**config.mk**
```make
export PLATFORM = sky130hd
export DESIGN_NAME = avalon_cmd_bridge_flat
export DESIGN_NICKNAME = d
export VERILOG_FILES = /design/src/rtl/avalon_cmd_bridge_if.sv /design/src/rtl/avalon_cmd_bridge.sv /design/src/flat_wrapper.sv
export SDC_FILE = /design/constraint.sdc
export NUM_CORES = 1
export LEC_CHECK = 0
export CORE_UTILIZATION = 40
export CTS_BUF_LIST = sky130_fd_sc_hd__clkbuf_16
export CTS_CLUSTER_SIZE = 25
export DETAILED_ROUTE_END_ITERATION = 12
export PLACE_DENSITY_LB_ADDON = 0.08
export SLEW_MARGIN = 15
export SYNTH_ARGS = -nofsm -noshare
export SYNTH_HDL_FRONTEND = slang
export SYNTH_SLANG_ARGS = --single-unit
```
**constraint.sdc**
```tcl
create_clock -name clk -period 7.6 [get_ports clk]
set_input_delay 1.52 -clock clk [delete_from_list [all_inputs] [get_ports clk]]
set_output_delay 1.52 -clock clk [all_outputs]
set_load 0.005 [all_outputs]
```
**src/rtl/avalon_cmd_bridge_if.sv**
```systemverilog
// Avalon-MM command/read-return bundle shared by the upstream and downstream
// sides of avalon_cmd_bridge.
interface avalon_cmd_bridge_if #(
  parameter int ADDRESSWIDTH = 26,
  parameter int DATAWIDTH    = 32
);
  logic [ADDRESSWIDTH-1:0] address;
  logic [DATAWIDTH-1:0]    writedata;
  logic                    write;
  logic                    read;
  logic                    waitrequest;
  logic [DATAWIDTH-1:0]    readdata;
  logic                    readdatavalid;

  modport master (
    output address, writedata, write, read,
    input  waitrequest, readdata, readdatavalid
  );

  modport slave (
    input  address, writedata, write, read,
    output waitrequest, readdata, readdatavalid
  );
endinterface

```
**src/rtl/avalon_cmd_bridge.sv**
```systemverilog
// Pipelined Avalon-MM bridge: command FIFO towards the SDRAM controller,
// in-order read return with an outstanding-read limit and sticky error flags.
module avalon_cmd_bridge #(
  parameter int ADDRESSWIDTH = 26,
  parameter int DATAWIDTH    = 32,
  parameter int CMD_DEPTH    = 4,
  parameter int MAX_PENDING  = 4
) (
  input  logic                clk,
  input  logic                reset,
  avalon_cmd_bridge_if.slave  s,
  avalon_cmd_bridge_if.master m,
  output logic [3:0]          pending,
  output logic                proto_err,
  output logic                spurious_err
);

  localparam int IW = $clog2(CMD_DEPTH);
  localparam int PW = IW + 1;

  typedef enum logic {M_IDLE = 1'b0, M_ISSUE = 1'b1} state_e;

  logic [ADDRESSWIDTH-1:0] addr_mem_q [CMD_DEPTH];
  logic [DATAWIDTH-1:0]    data_mem_q [CMD_DEPTH];
  logic                    isw_mem_q  [CMD_DEPTH];
  logic [PW-1:0]           wr_ptr_q, rd_ptr_q;

  state_e                  state_q;
  logic [ADDRESSWIDTH-1:0] m_address_q;
  logic [DATAWIDTH-1:0]    m_writedata_q;
  logic                    m_read_q, m_write_q;

  logic [DATAWIDTH-1:0]    s_readdata_q;
  logic                    s_readdatavalid_q;
  logic [3:0]              pending_q, pending_d;
  logic                    proto_err_q, spurious_err_q;

  logic fifo_empty, fifo_full, stall, accept, acc_read;
  logic issue_free, pop, bypass, push, ret_ok, load;
  logic [ADDRESSWIDTH-1:0] next_addr;
  logic [DATAWIDTH-1:0]    next_data;
  logic                    next_isw;

  always_comb begin
    fifo_empty = (wr_ptr_q == rd_ptr_q);
    fifo_full  = (wr_ptr_q[IW] != rd_ptr_q[IW]) && (wr_ptr_q[IW-1:0] == rd_ptr_q[IW-1:0]);
    stall      = fifo_full | (s.read & (pending_q >= 4'(MAX_PENDING)));
    accept     = (s.read | s.write) & ~stall;
    // A simultaneous read+write is carried as a write; the read is dropped.
    acc_read   = accept & s.read & ~s.write;
    issue_free = (state_q == M_IDLE) | ~m.waitrequest;
    pop        = issue_free & ~fifo_empty;
    // An empty FIFO is skipped so a fresh command reaches m_* one cycle later.
    bypass     = issue_free & fifo_empty & accept;
    push       = accept & ~bypass;
    load       = pop | bypass;
    ret_ok     = m.readdatavalid & (pending_q != 4'd0);
    if (pop) begin
      next_addr = addr_mem_q[rd_ptr_q[IW-1:0]];
      next_data = data_mem_q[rd_ptr_q[IW-1:0]];
      next_isw  = isw_mem_q[rd_ptr_q[IW-1:0]];
    end else begin
      next_addr = s.address;
      next_data = s.writedata;
      next_isw  = s.write;
    end
    if (acc_read && !ret_ok) begin
      pending_d = pending_q + 4'd1;
    end else if (!acc_read && ret_ok) begin
      pending_d = pending_q - 4'd1;
    end else begin
      pending_d = pending_q;
    end
  end

  always_ff @(posedge clk) begin
    if (reset) begin
      wr_ptr_q <= '0;
      rd_ptr_q <= '0;
    end else begin
      if (push) wr_ptr_q <= wr_ptr_q + PW'(1);
      if (pop)  rd_ptr_q <= rd_ptr_q + PW'(1);
    end
  end

  always_ff @(posedge clk) begin
    if (push) begin
      addr_mem_q[wr_ptr_q[IW-1:0]] <= s.address;
      data_mem_q[wr_ptr_q[IW-1:0]] <= s.writedata;
      isw_mem_q[wr_ptr_q[IW-1:0]]  <= s.write;
    end
  end

  always_ff @(posedge clk) begin
    if (reset) begin
      state_q       <= M_IDLE;
      m_address_q   <= '0;
      m_writedata_q <= '0;
      m_read_q      <= 1'b0;
      m_write_q     <= 1'b0;
    end else begin
      case (state_q)
        M_IDLE: begin
          if (load) begin
            state_q       <= M_ISSUE;
            m_address_q   <= next_addr;
            m_writedata_q <= next_data;
            m_write_q     <= next_isw;
            m_read_q      <= ~next_isw;
          end
        end
        M_ISSUE: begin
          // Command stays frozen on the bus until the slave drops waitrequest.
          if (!m.waitrequest) begin
            if (load) begin
              m_address_q   <= next_addr;
              m_writedata_q <= next_data;
              m_write_q     <= next_isw;
              m_read_q      <= ~next_isw;
            end else begin
              state_q   <= M_IDLE;
              m_write_q <= 1'b0;
              m_read_q  <= 1'b0;
            end
          end
        end
        default: begin
          state_q   <= M_IDLE;
          m_write_q <= 1'b0;
          m_read_q  <= 1'b0;
        end
      endcase
    end
  end

  always_ff @(posedge clk) begin
    if (reset) begin
      s_readdata_q      <= '0;
      s_readdatavalid_q <= 1'b0;
      pending_q         <= 4'd0;
      proto_err_q       <= 1'b0;
      spurious_err_q    <= 1'b0;
    end else begin
      s_readdatavalid_q <= ret_ok;
      if (ret_ok) s_readdata_q <= m.readdata;
      pending_q <= pending_d;
      if (s.read && s.write) proto_err_q <= 1'b1;
      if (m.readdatavalid && (pending_q == 4'd0)) spurious_err_q <= 1'b1;
    end
  end

  assign s.waitrequest   = stall;
  assign s.readdata      = s_readdata_q;
  assign s.readdatavalid = s_readdatavalid_q;
  assign m.address       = m_address_q;
  assign m.writedata     = m_writedata_q;
  assign m.write         = m_write_q;
  assign m.read          = m_read_q;
  assign pending         = pending_q;
  assign proto_err       = proto_err_q;
  assign spurious_err    = spurious_err_q;

endmodule

```
**src/flat_wrapper.sv**
```systemverilog
// flat-port wrapper written by rule: the top's interface ports become plain ports
module avalon_cmd_bridge_flat 
#(
  parameter int ADDRESSWIDTH = 26,
  parameter int DATAWIDTH    = 32,
  parameter int CMD_DEPTH    = 4,
  parameter int MAX_PENDING  = 4
)
  (clk, reset, pending, proto_err, spurious_err, s_address, s_writedata, s_write, s_read, s_waitrequest, s_readdata, s_readdatavalid, m_address, m_writedata, m_write, m_read, m_waitrequest, m_readdata, m_readdatavalid);
  avalon_cmd_bridge_if #(.ADDRESSWIDTH(ADDRESSWIDTH), .DATAWIDTH(DATAWIDTH)) s_i ();
  avalon_cmd_bridge_if #(.ADDRESSWIDTH(ADDRESSWIDTH), .DATAWIDTH(DATAWIDTH)) m_i ();
  input  logic clk;
  input  logic reset;
  output logic [3:0] pending;
  output logic proto_err;
  output logic spurious_err;
  input wire logic [$bits(s_i.address)-1:0] s_address;
  input wire logic [$bits(s_i.writedata)-1:0] s_writedata;
  input wire logic [$bits(s_i.write)-1:0] s_write;
  input wire logic [$bits(s_i.read)-1:0] s_read;
  output wire logic [$bits(s_i.waitrequest)-1:0] s_waitrequest;
  output wire logic [$bits(s_i.readdata)-1:0] s_readdata;
  output wire logic [$bits(s_i.readdatavalid)-1:0] s_readdatavalid;
  output wire logic [$bits(m_i.address)-1:0] m_address;
  output wire logic [$bits(m_i.writedata)-1:0] m_writedata;
  output wire logic [$bits(m_i.write)-1:0] m_write;
  output wire logic [$bits(m_i.read)-1:0] m_read;
  input wire logic [$bits(m_i.waitrequest)-1:0] m_waitrequest;
  input wire logic [$bits(m_i.readdata)-1:0] m_readdata;
  input wire logic [$bits(m_i.readdatavalid)-1:0] m_readdatavalid;
  assign s_i.address = s_address;
  assign s_i.writedata = s_writedata;
  assign s_i.write = s_write;
  assign s_i.read = s_read;
  assign s_waitrequest = s_i.waitrequest;
  assign s_readdata = s_i.readdata;
  assign s_readdatavalid = s_i.readdatavalid;
  assign m_address = m_i.address;
  assign m_writedata = m_i.writedata;
  assign m_write = m_i.write;
  assign m_read = m_i.read;
  assign m_i.waitrequest = m_waitrequest;
  assign m_i.readdata = m_readdata;
  assign m_i.readdatavalid = m_readdatavalid;
  avalon_cmd_bridge #(.ADDRESSWIDTH(ADDRESSWIDTH), .DATAWIDTH(DATAWIDTH), .CMD_DEPTH(CMD_DEPTH), .MAX_PENDING(MAX_PENDING)) u_core (.clk(clk), .reset(reset), .s(s_i), .m(m_i), .pending(pending), .proto_err(proto_err), .spurious_err(spurious_err));
endmodule
```
==> flow_metrics.env, run 1 <==
export IMPL_synthFlopType="edfxtp_1"
export IMPL_crit_buf_inv=2
export IMPL_cpMaxStageDelayCell="clkdlybuf4s50_1"
export IMPL_slew_headroom=0.316
export IMPL_syn_nets=1006
export IMPL_min_from="u_core.s.readdata[6]"
export IMPL_synth_area_um2=13700
export IMPL_finalSetupViolations=0
export IMPL_cts_buffers=39
export IMPL_wl_per_cell_um=21.6
export IMPL_grt_pass1_vias=8608
export IMPL_synth_edff_count=236
export IMPL_synth_cell_type_count=44
export IMPL_worstPathCellList="clkdlybuf4s50_1, o21ai_0, nand2_1, clkdlybuf4s50_1"
export IMPL_wl_met2_mm=16.5
export IMPL_yosysMostFrequentCell="edfxtp_1"
export IMPL_min_path_type="reg -> reg"
export IMPL_worst_pin_slew_ps=1030
export IMPL_r2r_start="u_core.wr_ptr_q[0]"
export IMPL_placed_area_um2=16000
export IMPL_fmax_ghz=0.230
export IMPL_arrival_ps=2830
export IMPL_via_count=8412
export IMPL_grt_overflow_total=0
export IMPL_r2r_end="u_core.m.address[13]"
export IMPL_fin_skew_ps=12.5
export IMPL_nets=1176
export IMPL_globalRouteTotalUtil=0.191
export IMPL_status="complete, no violations"
export IMPL_grt_pass1_wl_mm=51.8
export IMPL_ir_drop_v=0.000223
export IMPL_min_period_over_period=0.573
export IMPL_clkSlewWorstSetupHoldPaths_ps=60
export IMPL_yosys_top_cells_area="edfxtp_1 52%, dfxtp_1 16%, mux4_2 8.6%"
export IMPL_drt_first_pass_iters=5
export IMPL_grt_max_degree=68
export IMPL_ff2ff_path_depth=6
export IMPL_r2r_slack_ps=4320
export IMPL_clock_sinks=344
export IMPL_dp_hpwl_mm=17.3
export IMPL_root_buffer="clkbuf_16"
export IMPL_ioPinCount=196
export IMPL_crit_fanout=6
export IMPL_holdPathEnd="u_core.s.readdata[6]"
export IMPL_finalInstanceArea_um2=17300
export IMPL_dr_wl_met3_mm=1.30
export IMPL_timing_hold_ws_ps=452
export IMPL_synthCells=901
export IMPL_start_util=0.407
export IMPL_p_leak_nw=5.74
export IMPL_critPathTopFamily="buffers and inverters"
export IMPL_fillCellCount=2858
export IMPL_drt_iter0_markers=492
export IMPL_yosys_area_top_type_share=0.517
export IMPL_coreArea_um2=33600
export IMPL_hold_viol=0
export IMPL_seq_area_frac_synth=0.675
export IMPL_antennaDiodeCount=0
export IMPL_portBuffers=195
export IMPL_power_w=0.00695
export IMPL_antenna_found_initial=0
export IMPL_hold_buffers=0
export IMPL_die_height_um=187
export IMPL_tns_ps=0
export IMPL_top_layer_used="met4"
export IMPL_start_kind="input pin"
export IMPL_cts_resized=0
export IMPL_die_w_um=187
export IMPL_wirelength_mm=33.5
export IMPL_ys_ff_latch=344
export IMPL_cts_tree="yes"
export IMPL_dpl_cell_count=1478
export IMPL_drive_gt1_frac=0.177
export IMPL_cp_startpoint="s_read"
export IMPL_clock_latency_ps=520
export IMPL_slew_viol_final=0
export IMPL_rows=67
export IMPL_dieArea_um2=35000
export IMPL_ys_warn_count=0
export IMPL_yosysTopAreaCell="edfxtp_1"
export IMPL_grt_setup_unrepaired="false"
export IMPL_place_congestion=0.673
export IMPL_clockBufferDepth=3
export IMPL_synthArstFlopShare=0
export IMPL_viasPerCell=5.43
export IMPL_cts_htree_levels=2
export IMPL_synth_commonest_cells="236 x edfxtp_1, 108 x dfxtp_1, 66 x nand2_1, 64 x inv_1"
export IMPL_wl_met1_mm=15.2
export IMPL_final_min_clock_period_ps=4350
export IMPL_path_class="in -> out"
export IMPL_postRouteAntennaNets=0
export IMPL_power_density_nw_per_um2=402
export IMPL_syn2layout_area_growth_pct=26.2
export IMPL_fin_cells=1550
export IMPL_cp_common_cell="clkdlybuf4s50_1"
export IMPL_worstHoldPathCells=2
export IMPL_cpPeakStageDelay_ps=560
export IMPL_setup_worst_path_end_class="primary output"
export IMPL_cp_required_ps=6080
export IMPL_cts_setup_buffers=0
export IMPL_syn_area_per_cell_um2=15.2
export IMPL_drc=0
export IMPL_cap_violations=0
tightest hold or removal path, stage by stage (launching register included):
cell and delay (ps):
dfxtp_1 300, nand2_1 50, a21oi_1 50
layout make-up:
| cell class | count | area, um^2 | area share |
|---|---|---|---|
| clock buffers | 40 | 1000 | 0.0579 |
| clock inverters | 32 | 282 | 0.0163 |
| inverters | 65 | 244 | 0.0141 |
| multi-input cells | 413 | 3890 | 0.225 |
| flip-flops and latches | 344 | 9260 | 0.536 |
| well taps | 448 | 561 | 0.0324 |
| repair buffers | 208 | 2050 | 0.118 |
flip-flops by register name, summed over array words and instances (netlist names), named ones only:
name	count
u_core.m.writedata	32
u_core.isw_mem_q	4
u_core.rd_ptr_q	3
u_core.wr_ptr_q	3
u_core.m.read	1
u_core.m.write	1
u_core.s.readdata	32
u_core.spurious_err	1
u_core.state_q	1
u_core.addr_mem_q	104
u_core.data_mem_q	128
u_core.s.readdatavalid	1
u_core.proto_err	1
u_core.m.address	26
u_core.pending	4
routing by layer:
metal,up-vias,track usage
met3,32,0.0296
met4,0,0.0432
met2,198,0.319
met5,-,0
met1,4291,0.263
li1,3891,-
power by group:
group | leakage [nW] | internal, W | switching [W]
registers | 3.04 | 0.00243 | 0.000228
logic | 2.04 | 0.00116 | 0.00126
clock network | 0.665 | 0.00113 | 0.000738
stage by stage:
step                setup slack (ps)  utilization
floorplan                       3590            -
global placement                3280        0.476
detailed placement              3270        0.476
CTS                             3240        0.514
global route                    3170        0.514
finish                          3250        0.514
cells in the final DEF, fill, tap and decap left out, drive strengths merged:
cell type / instances
edfxtp: 236
clkdlybuf4s50: 194
dfxtp: 108
inv: 74
nand2: 66
mux4: 59
a31o: 58
o31ai: 58
a221oi: 58
clkbuf: 40
a21oi: 39
nor2: 18
clkinv: 18
buf: 14
ha: 8
xnor2: 6
bufinv: 5
and3: 5
a31oi: 4
mux2i: 4
o21ai: 4
nand3: 4
nor2b: 4
xor2: 2
and2: 2
nor3b: 2
mux2: 2
o32ai: 2
nor4: 1
or2: 1
o211ai: 1
o211a: 1
a21o: 1
a311oi: 1
nor4b: 1
fa: 1
cell families (layout without fill, tap and decap cells):
| family | count (synthesis) | after routing | synth area share |
|---|---|---|---|
| DFF | 344 | 344 | 0.675 |
| AOI/OAI and AO/OA | 227 | 227 | 0.128 |
| buffers and inverters | 144 | 345 | 0.0458 |
| and+or+nand+nor | 104 | 104 | 0.0329 |
| muxes | 65 | 65 | 0.104 |
| adders and majority gates | 9 | 9 | 0.00877 |
| xor gates and xnor gates | 8 | 8 | 0.00566 |
worst max path at each step:
| stage | to | cells after the start |
|---|---|---|
| finish | s_waitrequest | 4 |
| global route | s_waitrequest | 4 |
| CTS | s_waitrequest | 4 |
| detailed placement | s_waitrequest | 4 |
| global placement | s_waitrequest | 4 |
| floorplan | u_core.wr_ptr_q[2] | 4 |
Note: power is estimated with default switching activity, not from simulation.
==> run 2, diff against run 1 <==
clock period = 3.7 ns   (was 7.6 ns; I/O delays follow)
==> flow_metrics.env, run 2 (synthesized netlist as in run 1, its figures left out) <==
export IMPL_status="complete, no violations"
export IMPL_clkSlewWorstSetupHoldPaths_ps=60
export IMPL_antenna_found_initial=1
export IMPL_largest_register_ffs=128
export IMPL_finalInstanceArea_um2=17400
export IMPL_power_density_nw_per_um2=815
export IMPL_via_count=8443
export IMPL_ioPinCount=196
export IMPL_top_usage_layer="met2"
export IMPL_clock_sinks=344
export IMPL_crit_fanout=10
export IMPL_nets=1188
export IMPL_finalSetupViolations=0
export IMPL_cts_setup_buffers=0
export IMPL_cpMaxStageDelayCell="clkdlybuf4s50_1"
export IMPL_dieArea_um2=35000
export IMPL_p_leak_nw=5.82
export IMPL_fillCellCount=2844
export IMPL_gr_usage_met1=0.265
export IMPL_globalRouteTotalUtil=0.189
export IMPL_root_buffer="clkbuf_16"
export IMPL_place_congestion=0.701
export IMPL_clock_latency_ps=530
export IMPL_use_met3=0.0293
export IMPL_die_height_um=187
export IMPL_final_min_clock_period_ps=2960
export IMPL_ff2ff_path_depth=11
export IMPL_final_common_cell="edfxtp_1"
export IMPL_drc=0
export IMPL_cts_tree="yes"
export IMPL_slew_headroom=0.355
export IMPL_crit_buf_inv=1
export IMPL_die_w_um=187
export IMPL_portBuffers=195
export IMPL_cap_violations=0
export IMPL_grt_overflow_total=0
export IMPL_grt_pass1_wl_mm=51.5
export IMPL_worstHoldPathCells=2
export IMPL_coreArea_um2=33600
export IMPL_drive_gt1_frac=0.181
export IMPL_cts_htree_levels=2
export IMPL_arrival_ps=2220
export IMPL_dp_hpwl_mm=18.6
export IMPL_wirelength_mm=32.8
export IMPL_cp_required_ps=2960
export IMPL_ir_drop_v=0.000541
export IMPL_clockBufferDepth=3
export IMPL_hold_viol=0
export IMPL_worstPathCellList="xnor2_2, nand3_1, nand2_1, clkdlybuf4s50_1"
export IMPL_min_path_type="reg -> reg"
export IMPL_fin_skew_ps=18.0
export IMPL_slew_viol_final=0
export IMPL_fmax_ghz=0.338
export IMPL_path_class="reg -> out"
export IMPL_grt_max_degree=66
export IMPL_tns_ps=0
export IMPL_critPathTopFamily="buffers and inverters"
export IMPL_hold_buffers=0
export IMPL_setup_worst_path_end_class="primary output"
export IMPL_worst_pin_slew_ps=968
export IMPL_start_util=0.407
export IMPL_cp_num_cells=4
export IMPL_grt_pass1_vias=8757
export IMPL_wl_per_cell_um=21.0
export IMPL_drt_first_pass_iters=4
export IMPL_rows=67
export IMPL_start_kind="register"
export IMPL_postRouteAntennaNets=0
export IMPL_cts_resized=0
export IMPL_cpPeakStageDelay_ps=530
export IMPL_syn2layout_area_growth_pct=27.3
export IMPL_drt_iter0_markers=463
export IMPL_cts_buffers=39
export IMPL_layout_common_cells="236 x edfxtp_1, 194 x clkdlybuf4s50_1, 106 x dfxtp_1"
export IMPL_viasPerCell=5.40
export IMPL_grt_use_met2=0.310
export IMPL_min_period_over_period=0.799
export IMPL_placed_area_um2=16200
export IMPL_grt_setup_unrepaired="false"
-- run 2: cell count changes in the layout (fill, tap and decap cells not counted) --
cell	delta
buf_12	+9
buf_4	+3
inv_1	+3
bufinv_16	-2
clkinv_1	+2
clkinv_2	-2
clkinv_4	-1
diode_2	+1
-- run 2: final timing paths --
| path | slack, ps | from | to |
|---|---|---|---|
| setup / recovery | 740 | u_core.wr_ptr_q[1] | s_waitrequest |
| hold reg to reg | 450 | u_core.s.readdata[29] | u_core.s.readdata[29] |
| hold / removal | 450 | u_core.s.readdata[29] | u_core.s.readdata[29] |
| setup reg to reg | 880 | u_core.wr_ptr_q[1] | u_core.pending[3] |
-- run 2: layout make-up --
cell class              instances  area (um^2)  area share
diodes                          1         2.50    0.000144
inverters                      65          244      0.0140
multi-input cells             413         3890       0.223
well taps                     448          561      0.0322
clock buffers                  40         1000      0.0574
flip-flops and latches        344         9260       0.531
repair buffers                220         2250       0.129
clock inverters                32          221      0.0127
-- run 2: metal layers --
metal  up-vias  share of wire
met4         0          0.018
met3        44          0.041
met2       203           0.47
met5         -              0
met1      4289           0.47
li1       3907              -
-- run 2: tightest hold or removal path, stage by stage (launching register included) --
cell	delay, ps
dfxtp_1	300
nand2_1	50
a21oi_1	50
-- run 2: through the flow --
stage                     std cells  hold WS (ps)  power (W)  utilization  worst slack (ps)
after floorplan                 901           450    0.00867            -               474
after global placement         1490           442     0.0107        0.482               457
after detailed placement       1490           446     0.0107        0.482               438
after CTS                      1562           454     0.0144        0.518               702
after global routing           1563           476     0.0150        0.518               651
final                          1563           452     0.0142        0.518               744
-- run 2: report_power, final --
group	total (W)	leakage, nW	switching (W)	internal [W]
Sequential	0.00545	3.04	0.000460	0.00498
Clock	0.00367	0.644	0.00151	0.00217
Combinational	0.00509	2.14	0.00259	0.00250
Total	0.0142	5.82	0.00456	0.00965
==> run 3, diff against run 2 <==
clock period = 2.6 ns   (was 3.7 ns; I/O delays follow)
==> flow_metrics.env, run 3 (synthesized netlist as in run 1, its figures left out) <==
export IMPL_finalInstanceArea_um2=17800
export IMPL_worstSetupEndpoint="s_waitrequest"
export IMPL_placed_area_um2=16600
export IMPL_cts_buffers=39
export IMPL_status="complete, no violations"
export IMPL_coreArea_um2=33600
export IMPL_fin_skew_ps=9.65
export IMPL_layout_common_cells="236 x edfxtp_1, 194 x clkdlybuf4s50_1, 103 x dfxtp_1"
export IMPL_wirelength_mm=33.0
export IMPL_ff2ff_path_depth=10
export IMPL_final_common_cell="edfxtp_1"
export IMPL_grt_overflow_total=0
export IMPL_cap_violations=0
export IMPL_hold_viol=0
export IMPL_worstPathCellList="xor2_2, nand3_2, nand2_2, buf_4, clkdlybuf4s50_1"
export IMPL_nets=1216
export IMPL_drc=0
export IMPL_cp_startpoint="u_core.rd_ptr_q[2]"
export IMPL_grt_pass1_wl_mm=52.3
export IMPL_clkSlewWorstSetupHoldPaths_ps=60
export IMPL_wl_per_cell_um=20.8
export IMPL_dieArea_um2=35000
export IMPL_grt_max_degree=66
export IMPL_r2r_start="u_core.pending[3]"
export IMPL_root_buffer="clkbuf_16"
export IMPL_cts_tree="yes"
export IMPL_power_w=0.0205
export IMPL_postRouteAntennaNets=0
export IMPL_r2r_end="u_core.pending[3]"
export IMPL_grt_setup_unrepaired="false"
export IMPL_slew_headroom=0.554
export IMPL_die_height_um=187
export IMPL_clock_sinks=344
export IMPL_largest_register_ffs=128
export IMPL_arrival_ps=1960
export IMPL_crit_fanout=3
export IMPL_slew_viol_final=0
export IMPL_fillCellCount=2828
export IMPL_grt_pass1_vias=8946
export IMPL_dp_slack_ps=-284
export IMPL_cpPeakStageDelay_ps=510
export IMPL_clock_latency_ps=520
export IMPL_ir_drop_v=0.000707
export IMPL_dp_hpwl_mm=19.4
export IMPL_p_leak_nw=5.99
export IMPL_drive_gt1_frac=0.208
export IMPL_dpl_cell_count=1518
export IMPL_path_class="reg -> out"
export IMPL_start_util=0.407
export IMPL_worst_pin_slew_ps=670
export IMPL_drt_first_pass_iters=4
export IMPL_final_min_clock_period_ps=2480
export IMPL_power_density_nw_per_um2=1150
export IMPL_drt_iter0_markers=547
export IMPL_r2r_slack_ps=190
export IMPL_cp_required_ps=2080
export IMPL_syn2layout_area_growth_pct=30.0
export IMPL_via_count=8561
export IMPL_hold_buffers=0
export IMPL_portBuffers=195
export IMPL_fin_cells=1588
export IMPL_viasPerCell=5.39
export IMPL_post_route_util=0.530
export IMPL_rows=67
export IMPL_cts_htree_levels=2
export IMPL_clockBufferDepth=3
export IMPL_fmax_ghz=0.403
export IMPL_cpMaxStageDelayCell="clkdlybuf4s50_1"
export IMPL_die_w_um=187
export IMPL_antenna_found_initial=0
export IMPL_antennaDiodeCount=0
export IMPL_ioPinCount=196
export IMPL_place_congestion=0.731
export IMPL_setup_worst_path_end_class="primary output"
export IMPL_start_kind="register"
export IMPL_finalSetupViolations=0
export IMPL_min_period_over_period=0.954
export IMPL_globalRouteTotalUtil=0.192
export IMPL_cts_setup_buffers=0
export IMPL_min_path_type="in -> reg"
export IMPL_fin_ws_ps=121
## run 3: worst min path at each step
stage,slack [ps],to,depth (start not counted),startpoint
6_report,380,u_core.spurious_err,2,reset
2_1_floorplan,450,u_core.m.write,2,u_core.m.write
3_5_place_dp,450,u_core.s.readdata[22],2,u_core.s.readdata[22]
4_1_cts,360,u_core.spurious_err,2,reset
5_1_grt,380,u_core.spurious_err,2,reset
3_3_place_gp,440,u_core.s.readdata[10],2,u_core.s.readdata[10]
## run 3: metal layers
layer  up-vias  GRT usage  share of wire
met5         -          0              0
met4         0     0.0445          0.014
met3        33     0.0353          0.046
met2       196      0.327           0.50
met1      4364      0.257           0.44
li1       3968          -              -
## run 3: through the flow
stage	hold WS, ps	setup TNS [ps]
final	381	0
after floorplan	450	0
after detailed placement	449	-363
after CTS	356	0
after global placement	441	-249
after global routing	380	0
## run 3: worst max-delay path: cells and delay by family (launching register included)
family / cells / cell delay, ps
simple gates: 2 / 220
xor+xnor: 1 / 230
flops: 1 / 370
buf+inv: 2 / 620
## run 3: layout make-up
type	count	area, um^2	share of cell area
repair buffers	248	2610	0.146
clock buffers	43	1080	0.0604
multi-input cells	413	3950	0.222
well taps	448	561	0.0315
inverters	65	245	0.0138
clock inverters	27	103	0.00576
flip-flops and latches	344	9260	0.520
## run 3: where the power goes
part	total, W	switching, W	leakage (nW)	internal [W]
sequential	0.00763	0.000532	3.04	0.00710
clock	0.00503	0.00209	0.627	0.00294
combinational	0.00787	0.00391	2.33	0.00396
## run 3: timing repair
action                                  in CTS  in global routing
hold endpoints to repair                     0                  0
resized for setup                            1                  3
endpoints found under the setup margin       1                247
